`src/rtl/gf32_mul_shared_arb.sv`:
```
// gf32_mul_shared_arb: round-robin arbiter sharing one pipelined GF32 multiplier among N requesters,
// with an in-order tag FIFO routing each result back to its issuer.
module gf32_mul_shared_arb #(
    parameter int N     = 3,
    parameter int DEPTH = 4
) (
    input  logic              i_clk,
    input  logic              i_rst,
    input  logic [N-1:0]      i_req,
    input  logic [32*N-1:0]   i_x,
    input  logic [32*N-1:0]   i_y,
    output logic [N-1:0]      o_gnt,
    output logic [N-1:0]      o_done,
    output logic [31:0]       o_res,
    output logic              o_mul_start,
    output logic [31:0]       o_mul_x,
    output logic [31:0]       o_mul_y,
    input  logic [31:0]       i_mul_o,
    input  logic              i_mul_done,
    output logic              o_busy,
    output logic              o_err
);
    localparam int IW = $clog2(N);
    localparam int SW = IW + 1;
    localparam int AW = $clog2(DEPTH);
    localparam int CW = AW + 1;

    logic [IW-1:0] rr_ptr;
    logic [IW-1:0] g;
    logic [SW-1:0] s;
    logic          hit;
    logic [IW-1:0] tags [DEPTH];
    logic [AW-1:0] wr_ptr;
    logic [AW-1:0] rd_ptr;
    logic [CW-1:0] count;
    logic          err;
    logic          full;
    logic          issue;
    logic          pop;
    logic          spur;

    always_comb begin
        s   = '0;
        g   = '0;
        hit = 1'b0;
        for (int k = 0; k < N; k++) begin
            s = {1'b0, rr_ptr} + SW'(k);
            s = (s >= SW'(N)) ? s - SW'(N) : s;
            if (!hit && i_req[s[IW-1:0]]) begin
                hit = 1'b1;
                g   = s[IW-1:0];
            end
        end
    end

    // a full FIFO still accepts when a pop frees a slot in the same cycle
    assign full        = (count == CW'(DEPTH));
    assign issue       = hit && !i_rst && (!full || i_mul_done);
    assign pop         = i_mul_done && !i_rst && (count != '0);
    assign spur        = i_mul_done && !i_rst && (count == '0);
    assign o_gnt       = issue ? N'(1) << g : '0;
    assign o_mul_start = issue;
    assign o_mul_x     = issue ? i_x[32*g +: 32] : '0;
    assign o_mul_y     = issue ? i_y[32*g +: 32] : '0;
    assign o_done      = pop ? N'(1) << tags[rd_ptr] : '0;
    assign o_res       = pop ? i_mul_o : '0;
    assign o_busy      = (count != '0);
    assign o_err       = err;

    always_ff @(posedge i_clk) begin
        if (i_rst) begin
            rr_ptr <= '0;
            wr_ptr <= '0;
            rd_ptr <= '0;
            count  <= '0;
            err    <= 1'b0;
        end else begin
            if (issue) begin
                tags[wr_ptr] <= g;
                wr_ptr       <= wr_ptr + 1'b1;
                rr_ptr       <= (g == IW'(N - 1)) ? '0 : g + 1'b1;
            end
            if (pop) rd_ptr <= rd_ptr + 1'b1;
            count <= count + CW'(issue) - CW'(pop);
            err   <= err | spur;
        end
    end
endmodule

```
`config.mk`:
```
export PLATFORM = sky130hd
export DESIGN_NAME = gf32_mul_shared_arb
export DESIGN_NICKNAME = d
export VERILOG_FILES = /design/src/rtl/gf32_mul_shared_arb.sv
export SDC_FILE = /design/constraint.sdc
export NUM_CORES = 1
export LEC_CHECK = 0
export CORE_AREA = 3 3 127 129
export CTS_BUF_LIST = sky130_fd_sc_hd__clkbuf_8
export CTS_CLUSTER_SIZE = 40
export DETAILED_ROUTE_END_ITERATION = 8
export DIE_AREA = 0 0 130 132
export PLACE_DENSITY = 0.57
export SLEW_MARGIN = 20
export SYNTH_ARGS = -nofsm -noshare
export SYNTH_HDL_FRONTEND = slang
export SYNTH_SLANG_ARGS = --single-unit
export TNS_END_PERCENT = 10
```
`constraint.sdc`:
```
create_clock -name i_clk -period 5.6 [get_ports i_clk]
set_clock_uncertainty 0.2 [all_clocks]
set_input_delay 1.12 -clock i_clk [delete_from_list [all_inputs] [get_ports i_clk]]
set_output_delay 1.12 -clock i_clk [all_outputs]
set_load 0.02 [all_outputs]
```
* Word level (Yosys, flattened, before mapping)
Memory sizes are Yosys's and may differ from the RTL's. A register that Yosys moved wholly into a read port is not among the register bits. Index checks and enable logic that the tools add are counted.
Word-level totals: memories kept 1, word-level logic and storage cells 69, memory bits (writable) 8, output and inout bits 105, register bits after elaboration 10
Memory list:
- tags | words 4, bits a word 2, read ports 1, clocked after memory_dff 1, write ports 1, line 32 | logic [IW-1:0] tags [DEPTH];
Operators by class: $add $sub $neg 10, reduce and logical (&&, ||, !) cells 14, eq/ne operators 2, shifts and indexed selects 4, bitwise gates (word level) 1, muxes and demuxes 26, order comparisons 6
Operators with widths (number):
- $shiftx A96 B8 Y32 | 2
- $mux W32 | 3
- $mux W2 | 9
- $lt A2 B3 Y1 const B | 3
- $mux W1 | 9
- $logic_and A1 B1 Y1 | 7
- $add A2 B1 Y2 const B | 3
- $bmux W1 S2 | 3
- $ge A3 B2 Y1 const B | 2
- $mux W3 | 2
- $shl A1 B2 Y3 const A | 2
- $sub A2 B2 Y2 const B | 3
- $logic_not A1 Y1 | 4
- $add A2 B1 Y3 const B | 1
- $add A2 B2 Y3 const B | 1
- $add A3 B1 Y3 | 1
- $eq A3 B3 Y1 const B | 1
- $logic_not A3 Y1 | 1
- $reduce_bool A3 Y1 | 1
- $sub A3 B1 Y3 | 1
- $eq A2 B2 Y1 const B | 1
- $ge A2 B2 Y1 const B | 1
- $logic_or A1 B1 Y1 | 1
- $or A1 B1 Y1 | 1

* Depth between registers and ports, before layout
depth after elaboration 16, mapped depth 12, depth with buffers taken out 11

* Worst setup path after synthesis
No wires, ideal clock.
path kind input to output, start input i_req[1], end output o_mul_x[10], stages on the path 8, data required time 4.280 ns, data arrival time 2.732 ns, slack 1.548 ns, path through mux2i_1 -> a2bb2oi_1 -> a32oi_2 -> inv_1 -> clkbuf_1 -> buf_1 -> a32oi_1 -> a21oi_1
On the way: longest elaborated chain between the ends 12
Ends and longest elaborated chain:
- from (decl) | line 9 | input logic [N-1:0] i_req,
- branches (longest 11 deep; another with $shiftx A96 B8 Y32)
- $mux W32 (*) | line 63 | assign o_mul_x = issue ? i_x[32*g +: 32] : '0;
- to (decl) | line 16 | output logic [31:0] o_mul_x,
Mark *: on every way between the ends. The select of a mux whose other input is x is not followed.

* Worst setup path after layout
start input i_req[1], end output o_gnt[0]
On the way: longest elaborated chain between the ends 12
Ends and longest elaborated chain:
- $bmux W1 S2 | line 49 | if (!hit && i_req[s[IW-1:0]]) begin
- $mux W1 (implied by the code) | line 49
- $mux W1 | line 49
- $logic_not A1 Y1 | line 49
- $logic_and A1 B1 Y1 | line 49
- $mux W1 | line 49
- $logic_not A1 Y1 | line 49
- $logic_and A1 B1 Y1 | line 49
- $mux W1 | line 49
- $logic_and A1 B1 Y1 (2 in series) | line 58 | assign issue = hit && !i_rst && (!full || i_mul_done);
- $mux W3 (*) | line 61 | assign o_gnt = issue ? N'(1) << g : '0;
- to (decl) | line 12 | output logic [N-1:0] o_gnt,
Every way passes the cells marked *; elsewhere a longest branch is shown, timed or not. The select of a mux whose other input is x is not followed.

==> summary.txt <==
Critical path
  – Critical Path Sink: o_gnt[0]
  – Type of origin of the critical path: primary input
  – Worst-case reg-to-reg path depth: 11
  – RR Endpoint: count[1]
  – Worst-path fanout max: 31
  – Endpoint class of the critical path: output pin
  – Worst R2R Start: rr_ptr[0]
  – Critical path launch point: i_req[1]
  – Critical path required time: 4.28 ns
  – Setup CP Type: in -> out
  – R2R Setup Slk: 2.10 ns
  – Arr. time, crit path: 3.93 ns

Pwr
  – Pwr dens: 574 nW/µm²
  – Leak: 2.20 nW
  – Power Total: 3.78 mW
  – Max VDD drop: 423 µV

Yosys
  – Top cells by area, synth: a32oi_1, o211ai_1, a21oi_1
  – Synth top area share: 0.189
  – Mapped Nets: 625
  – Mapped Cells: 384
  – Most used DFF post-synth: dfxtp_1
  – Post-synthesis sequential area ratio: 0.162
  – Synth unique cells: 43
  – Post-Syn Area per Cell: 7.71 µm²
  – Yosys Warn Count: 0
  – EDFF count, synth: 8
  – Yosys top cell by area: a32oi_1
  – Synth Cell Area: 2960 µm²
  – #FFs+latches synth: 20
  – Fraction of registers with async set/reset: 0

Floorplan
  – Row cnt: 45
  – Chip height: 132 µm
  – DIE WIDTH: 130 µm
  – Core Area: 15100 µm²
  – # IOs: 335
  – Initial Util: 0.195
  – Die area: 17200 µm²

STA
  – Endpoints failing setup: 0
  – RSZ-0062 raised after global routing: no
  – Slew Limit Fails: 0
  – Final worst-path cycle share: 0.938
  – Fmax: 190 MHz
  – Worst Max-Slew Pin Slew: 0.550 ns
  – Relative slew slack: 0.631
  – Total negative slack: 0 ns
  – Hold Fails Final Rpt: 0
  – Fin crit period: 5.25 ns
  – Final setup margin: 0.346 ns

GRT
  – Number of global-route vias before repair: 4469
  – Largest net degree at the start of global routing: 50
  – Gr ovfl total: 0
  – Total track usage: 0.179
  – Initial antenna violation count: 1
  – Global-route wire length before repair: 24700 µm

Run status
  – Outcome: complete, no violations

Detailed routing
  – Residual DRC: 0
  – First-pass DRT Iterations: 5
  – Final wirelength: 16700 µm
  – Routed len/inst: 19.1 µm
  – Vias per std cell: 5.18
  – Final ANT Viol Nets: 0
  – Initial detailed-routing violation count: 293
  – DR vias: 4520

Flow run
  – # Max-Cap Violations: 0

Cells and area
  – Post-layout net count: 925
  – Area growth from synthesis to final layout: 122%
  – Final Util: 0.435
  – Layout cells sized above 1: 0.0483

Clock tree
  – Setup repair bufs after CTS: 0
  – Hold_buf cts: 0
  – CTS buffer count: 3
  – Clk_lat worst skew: 0.25 ns
  – CTS max path bufs: 2
  – Htree depth: 1
  – TritonCTS clock tree: built
  – CTS root buffer: clkbuf_8
  – Clock sink total: 20
  – PostCTS Resize Cnt: 0
  – Reg clk slew, reported paths: 0.07 ns

Placement
  – DP Worst Slack: 0.337 ns
  – Port buffer count: 334
  – Placer Congestion: 0.859
  – Post-detail-place hpwl: 13500 µm

Min path
  – Tightest Hold Check Type: reg -> reg
## state kept, by name, indices dropped and copies added (netlist names), named ones only
signal  count
o_err       1
count       3
tags        8
wr_ptr      2
rr_ptr      2
rd_ptr      2
## critical path, cell delays in order
cell and delay (ns):
clkdlybuf4s50_1 0.47, mux2i_1 0.22, a2bb2oi_1 0.32, a311o_2 0.27, buf_4 0.32, clkinv_1 0.35
o211ai_1 0.23, inv_1 0.08, clkdlybuf4s50_1 0.55
## stage by stage
stage | instance area [µm²] | hold WS [ns] | cells
3_5_place_dp | 6510 | 0.277 | 867
5_1_grt | 6580 | 0.331 | 872
6_report | 6580 | 0.282 | 872
2_1_floorplan | 2960 | 0.269 | 384
3_3_place_gp | 6510 | 0.257 | 867
4_1_cts | 6580 | 0.295 | 871
## Yosys cell counts (3+ instances only)
cell      count
a21oi_1      67
a32oi_1      64
and2_1       36
buf_1         7
buf_2        14
buf_6         6
clkbuf_1     26
dfxtp_1      12
edfxtp_1      8
ha_1         10
inv_1        12
mux2i_1       3
nand2_1       6
nor2_1       11
o211ai_1     66
xnor2_1       3
## final cells by class
cell class,count,area (µm²)
Antenna cell,1,2.50
Timing Repair Buffer,350,3550
Multi-Input combinational cell,296,2200
Clock buffer,3,41.3
Tap cell,188,235
Inverter,13,48.8
Clock inverter,1,30.0
Sequential cell,20,480
Fill cell,1506,8560
## routing by layer
layer / GRT usage / wire length (µm) / vias up
met5: 0 / 26 / -
met4: 0.0589 / 496 / 2
met3: 0.0397 / 1530 / 24
met2: 0.330 / 8620 / 263
met1: 0.200 / 6020 / 2085
li1: - / - / 2146
## cells by family (layout without fill, tap and decap cells)
kind of cell,Yosys count,after routing,share of synthesized area
DFF,20,20,0.162
adders and majority gates,11,11,0.0490
other,0,1,0
AOI/OAI and AO/OA,208,208,0.504
buffers and inverters,68,367,0.110
xor gates and xnor gates,5,5,0.0148
and+or+nand+nor,67,67,0.135
muxes,5,5,0.0254
## how the worst min path moves through the flow
stage | start | endpoint | slack, ns | depth (start not counted)
3_3_place_gp | o_err | o_err | 0.26 | 2
4_1_cts | o_err | o_err | 0.30 | 2
6_report | o_err | o_err | 0.28 | 2
2_1_floorplan | rr_ptr[1] | rr_ptr[1] | 0.27 | 2
3_5_place_dp | o_err | o_err | 0.28 | 2
5_1_grt | rr_ptr[0] | rr_ptr[0] | 0.33 | 2
## cells in the final DEF, fill, tap and decap left out, types with 6 or more instances in the layout
cell type	count
o211ai_1	66
dfxtp_1	12
nand2_1	6
ha_1	10
a32oi_1	64
inv_1	11
clkdlybuf4s50_1	332
and2_1	36
edfxtp_1	8
a21oi_1	67
buf_12	7
nor2_1	11
buf_4	11
## report_power, final
group / internal [mW] / switching, mW
clock network: 0.0953 / 0.0443
logic: 1.48 / 1.93
registers: 0.210 / 0.0273
total: 1.78 / 2.00
No activity file was read; power rests on OpenSTA's default activity.
